File: src/rtl/div_pkg.sv
// Shared types and constants for the sequential restoring divider.
package div_pkg;
    typedef enum logic [1:0] {
        IDLE = 2'd0,
        CALC = 2'd1,
        DONE = 2'd2
    } div_state_t;

    localparam int          DIV_WIDTH    = 4;
    localparam int          DIV_CNT_W    = $clog2(DIV_WIDTH + 1);
    localparam logic [63:0] DBZ_QUOTIENT = '1;
endpackage

File: src/rtl/div_sub_stage.sv
// Combinational (WIDTH+1)-bit borrow-ripple subtractor: full-adder cells,
// inverted subtrahend, carry-in 1. Borrow is the inverted final carry.
module div_sub_stage #(
    parameter int WIDTH = 4
) (
    input  logic [WIDTH:0] i_minuend,
    input  logic [WIDTH:0] i_subtrahend,
    output logic [WIDTH:0] o_diff,
    output logic           o_borrow
);
    always_comb begin
        logic [WIDTH+1:0] v_carry;
        v_carry    = '0;
        o_diff     = '0;
        v_carry[0] = 1'b1;
        for (int i = 0; i <= WIDTH; i++) begin
            o_diff[i]      = i_minuend[i] ^ ~i_subtrahend[i] ^ v_carry[i];
            v_carry[i + 1] = (i_minuend[i] & ~i_subtrahend[i]) |
                             (v_carry[i] & (i_minuend[i] ^ ~i_subtrahend[i]));
        end
        o_borrow = ~v_carry[WIDTH + 1];
    end
endmodule

File: src/rtl/seq_restoring_div.sv
// Multi-cycle restoring divider, one shift-and-subtract step per clock.
// Optional two's-complement operands via the DIV_SIGNED_EN macro.
module seq_restoring_div
    import div_pkg::*;
#(
    parameter int WIDTH = DIV_WIDTH
) (
    input  logic             clk,
    input  logic             rst_n,
    input  logic             in_valid,
    output logic             in_ready,
    input  logic [WIDTH-1:0] dividend,
    input  logic [WIDTH-1:0] divisor,
    output logic             out_valid,
    input  logic             out_ready,
    output logic [WIDTH-1:0] quotient,
    output logic [WIDTH-1:0] remainder,
    output logic             div_by_zero
);
    localparam int CNT_W = $clog2(WIDTH + 1);

    div_state_t       r_state, w_state_next;
    logic [WIDTH-1:0] r_rem, r_quo, r_div;
    logic [WIDTH-1:0] r_quotient, r_remainder;
    logic             r_dbz;
    logic [CNT_W-1:0] r_cnt;

    logic             w_accept, w_release, w_last, w_div_zero;
    logic [WIDTH:0]   w_diff;
    logic             w_borrow;
    logic [WIDTH-1:0] w_rem_step, w_quo_step, w_quo_final, w_rem_final;
    logic [WIDTH-1:0] w_op_a, w_op_b;

    assign w_accept   = in_valid && in_ready;
    assign w_release  = out_valid && out_ready;
    assign w_last     = (r_cnt == CNT_W'(WIDTH - 1));
    assign w_div_zero = (divisor == '0);

`ifdef DIV_SIGNED_EN
    logic r_neg_q, r_neg_r;
    assign w_op_a      = dividend[WIDTH-1] ? -dividend : dividend;
    assign w_op_b      = divisor[WIDTH-1]  ? -divisor  : divisor;
    assign w_quo_final = r_neg_q ? -w_quo_step : w_quo_step;
    assign w_rem_final = r_neg_r ? -w_rem_step : w_rem_step;
`else
    assign w_op_a      = dividend;
    assign w_op_b      = divisor;
    assign w_quo_final = w_quo_step;
    assign w_rem_final = w_rem_step;
`endif

    div_sub_stage #(.WIDTH(WIDTH)) u_sub (
        .i_minuend    ({r_rem, r_quo[WIDTH-1]}),
        .i_subtrahend ({1'b0, r_div}),
        .o_diff       (w_diff),
        .o_borrow     (w_borrow)
    );

    // A borrow restores the shifted partial remainder instead of the difference.
    assign w_rem_step = w_borrow ? {r_rem[WIDTH-2:0], r_quo[WIDTH-1]} : w_diff[WIDTH-1:0];
    assign w_quo_step = {r_quo[WIDTH-2:0], ~w_borrow};

    always_ff @(posedge clk) begin
        if (!rst_n) r_state <= IDLE;
        else        r_state <= w_state_next;
    end

    always_comb begin
        w_state_next = r_state;
        case (r_state)
            IDLE:    if (w_accept) w_state_next = w_div_zero ? DONE : CALC;
            CALC:    if (w_last) w_state_next = DONE;
            DONE:    if (w_release) w_state_next = IDLE;
            default: w_state_next = IDLE;
        endcase
    end

    always_comb begin
        in_ready  = (r_state == IDLE);
        out_valid = (r_state == DONE);
    end

    always_ff @(posedge clk) begin
        if (!rst_n) begin
            r_rem       <= '0;
            r_quo       <= '0;
            r_div       <= '0;
            r_cnt       <= '0;
            r_quotient  <= '0;
            r_remainder <= '0;
            r_dbz       <= 1'b0;
`ifdef DIV_SIGNED_EN
            r_neg_q     <= 1'b0;
            r_neg_r     <= 1'b0;
`endif
        end else if (w_accept) begin
            if (w_div_zero) begin
                r_quotient  <= DBZ_QUOTIENT[WIDTH-1:0];
                r_remainder <= dividend;
                r_dbz       <= 1'b1;
            end else begin
                r_rem <= '0;
                r_quo <= w_op_a;
                r_div <= w_op_b;
                r_cnt <= '0;
`ifdef DIV_SIGNED_EN
                r_neg_q <= dividend[WIDTH-1] ^ divisor[WIDTH-1];
                r_neg_r <= dividend[WIDTH-1];
`endif
            end
        end else if (r_state == CALC) begin
            r_rem <= w_rem_step;
            r_quo <= w_quo_step;
            r_cnt <= r_cnt + 1'b1;
            if (w_last) begin
                r_quotient  <= w_quo_final;
                r_remainder <= w_rem_final;
                r_dbz       <= 1'b0;
            end
        end
    end

    assign quotient    = r_quotient;
    assign remainder   = r_remainder;
    assign div_by_zero = r_dbz;
endmodule

File: config.mk
export PLATFORM = sky130hd
export DESIGN_NAME = seq_restoring_div
export DESIGN_NICKNAME = d
export VERILOG_FILES = /design/src/rtl/div_pkg.sv /design/src/rtl/div_sub_stage.sv /design/src/rtl/seq_restoring_div.sv
export SDC_FILE = /design/constraint.sdc
export NUM_CORES = 1
export LEC_CHECK = 0
export ABC_AREA = 0
export BUFFER_PORTS_ARGS = -buffer_cell sky130_fd_sc_hd__buf_4
export CELL_PAD_IN_SITES_DETAIL_PLACEMENT = 1
export CELL_PAD_IN_SITES_GLOBAL_PLACEMENT = 1
export CORE_MARGIN = 5
export CORE_UTILIZATION = 41
export CTS_CLUSTER_DIAMETER = 30
export DETAILED_ROUTE_END_ITERATION = 8
export GPL_ROUTABILITY_DRIVEN = 0
export PLACE_DENSITY = 0.74
export SLEW_MARGIN = 20
export SYNTH_ARGS = -nofsm -noshare
export SYNTH_HDL_FRONTEND = slang
export SYNTH_HIERARCHICAL = 1
export SYNTH_SLANG_ARGS = --single-unit
File: constraint.sdc
create_clock -name clk -period 3.9 [get_ports clk]
set_input_delay 0.195 -clock clk [delete_from_list [all_inputs] [get_ports clk]]
set_output_delay 0.195 -clock clk [all_outputs]
set_load 0.05 [all_outputs]
==> impl_metrics.ini <==
[floorplan]
core_area_mm2 = 0.00305
num_rows = 20
floorplan.die_area_mm2 = 0.00439
top_ports = 23
die_h_um = 66.2
die_w_um = 66.2
initial_core_util_pct = 42.5

[sta]
maxClockFrequency_mhz = 322
worstMarginPinSlew_ns = 0.929
worst_slack_ns = 0.797
period_minus_slack_ns = 3.10
rsz0062_at_grt = false
crit_share_post_route_pct = 79.6
fin_setup_tns_ns = 0
worst_max_slew_margin_expressed_relative_to_the_limit_pct = 38.0
timing.final.setup_violations = 0
final-hold-violation-count = 0
timing.final.max_slew_violations = 0
setup_clock_skew_after_layout_ns = 0.00813

[clock_network]
post-cts-setup-buffer-count = 0
count_of_h_tree_levels_built_during_cts = 1
cts-hold-fix-buffers = 0
clkLatencyLatePin_ns = 0.31
tritoncts = done
sink_count = 26
cts.path.max_buffers = 2
cts_root_buf = sky130_fd_sc_hd__clkbuf_4
cts_buffers = 3
clk_pin_slew_worst_paths_ns = 0.14
post_cts_resized = 0

[hold_path]
worst_hold_path_type = in -> reg
worst_hold_path.num_cells = 3

[worst_setup_path]
r2r.worst_path.cells = 9
cp_slowest_stage_delay_ns = 0.52
critPathKind = reg -> reg
worst-path-buf-inv = 1
worstPathArrival_ns = 3.35
critical-path-top-delay-family = adder cells
cp_num_cells = 9
cp_common_cell = sky130_fd_sc_hd__fa_1
cp-end-kind = register
slowest_stage = sky130_fd_sc_hd__fa_1
critical_path.cell_chain = inv_1, ha_1, fa_1, fa_1, fa_1, fa_1, mux2i_1, a221o_1, mux2i_1
critPathMaxFanout = 6
crit_required_ns = 4.14
critical_path.startpoint_type = register

[drt]
dr.first_iter.drc_count = 39
routed_via_density = 5.50
route.vias.total = 1106
postRouteWirelength_um = 3320
dr.pass1.iters = 4
drt-wirelength-per-cell_um = 16.5
route.antenna.remaining_nets = 0
drc = 0

[placement]
post-dp-hpwl_um = 2550
io_buffers = 22
pre_cts_slack_ns = 0.838
postPlaceCellArea_mm2 = 0.00148

[flow_run]
cap_viol_max_count = 0

[final_layout]
layout.filler_cells = 386
fraction_of_layout_instances_using_a_drive_strength_above_1_pct = 19.1
design_area_mm2 = 0.00150
antennaDiodeCount = 0
area_growth_syn_to_layout_pct = 15.5
num-nets-final = 178

[power]
max-vdd-ir-drop_mv = 0.132
power_density_mw_per_mm2 = 345
p_leak_uw = 0.000599

[logic_synthesis]
synth_nets = 160
syn_area_mm2 = 0.00130
yosys_warnings = 6
avgSynthCellArea_um2 = 9.19
postSynthCellCount = 141

[global_route]
grt_max_degree = 19
grt_use_total_pct = 16.8
first_global_vias = 1174
globalRoute.totalOverflow = 0
grt_first_pass_wirelength_um = 5690
antenna_found_initial = 0

[outcome]
status = completed
-- final timing paths --
check        slack (ns)          from            to
min reg2reg        0.47  remainder[1]  remainder[1]
min                0.13    divisor[1]      r_div[1]
max                0.80      r_quo[3]  remainder[3]
max reg2reg        0.80      r_quo[3]  remainder[3]
-- worst register-to-register path: stages (launching register included) --
cell	delay [ns]
sky130_fd_sc_hd__dfxtp_1	0.39
sky130_fd_sc_hd__inv_1	0.06
sky130_fd_sc_hd__ha_1	0.20
sky130_fd_sc_hd__fa_1	0.38
sky130_fd_sc_hd__fa_1	0.39
sky130_fd_sc_hd__fa_1	0.40
sky130_fd_sc_hd__fa_1	0.53
sky130_fd_sc_hd__mux2i_1	0.19
sky130_fd_sc_hd__a221o_1	0.36
sky130_fd_sc_hd__mux2i_1	0.13
-- cell type report --
class	instances	area (um2)	share of cell area, %
multi-input cells	93	682	45.5
flip-flops and latches	26	520	34.8
repair buffers	23	173	11.5
inverters	12	45.0	3.01
well taps	44	55.1	3.68
clock buffers	3	22.5	1.50
-- per-layer routing --
| metal | up-vias | global-route usage [%] | wire, um |
|---|---|---|---|
| met3 | 2 | 3.23 | 188 |
| li1 | 529 | - | - |
| met4 | 0 | 4.82 | 15 |
| met1 | 542 | 21.0 | 1470 |
| met5 | - | 0 | 0 |
| met2 | 33 | 29.1 | 1640 |
-- cell usage in the layout, fill, tap and decap left out, types with 5 or more instances in the layout --
cell type / instances
sky130_fd_sc_hd__a211oi_1: 5
sky130_fd_sc_hd__inv_1: 12
sky130_fd_sc_hd__o21ai_0: 5
sky130_fd_sc_hd__buf_4: 23
sky130_fd_sc_hd__o22ai_1: 6
sky130_fd_sc_hd__nand2_1: 22
sky130_fd_sc_hd__mux2i_1: 8
sky130_fd_sc_hd__a21oi_1: 5
sky130_fd_sc_hd__dfxtp_1: 26
sky130_fd_sc_hd__nor2b_1: 8
-- sequential cells by signal, indices dropped and copies added (netlist names) --
name         flops
r_div            4
quotient         4
r_quo            4
r_cnt            3
remainder        4
r_state          2
div_by_zero      1
r_rem            4
-- stage by stage --
| step | total power, uW | cells | hold WS [ns] | utilization (%) |
|---|---|---|---|---|
| after floorplan | 377 | 141 | 0.331 | - |
| after global placement | 407 | 198 | 0.438 | 48.3 |
| after detailed placement | 412 | 198 | 0.456 | 48.3 |
| after CTS | 524 | 201 | 0.115 | 49.1 |
| after global routing | 552 | 201 | 0.117 | 49.1 |
| final | 517 | 201 | 0.128 | 49.1 |
-- report_power, final --
part           leakage (uW)  internal (uW)  switching [uW]
registers          0.000212            279            11.5
logic              0.000374           46.0            68.9
clock network     0.0000138           36.1            75.0
Note: power is estimated with default switching activity, not from simulation.
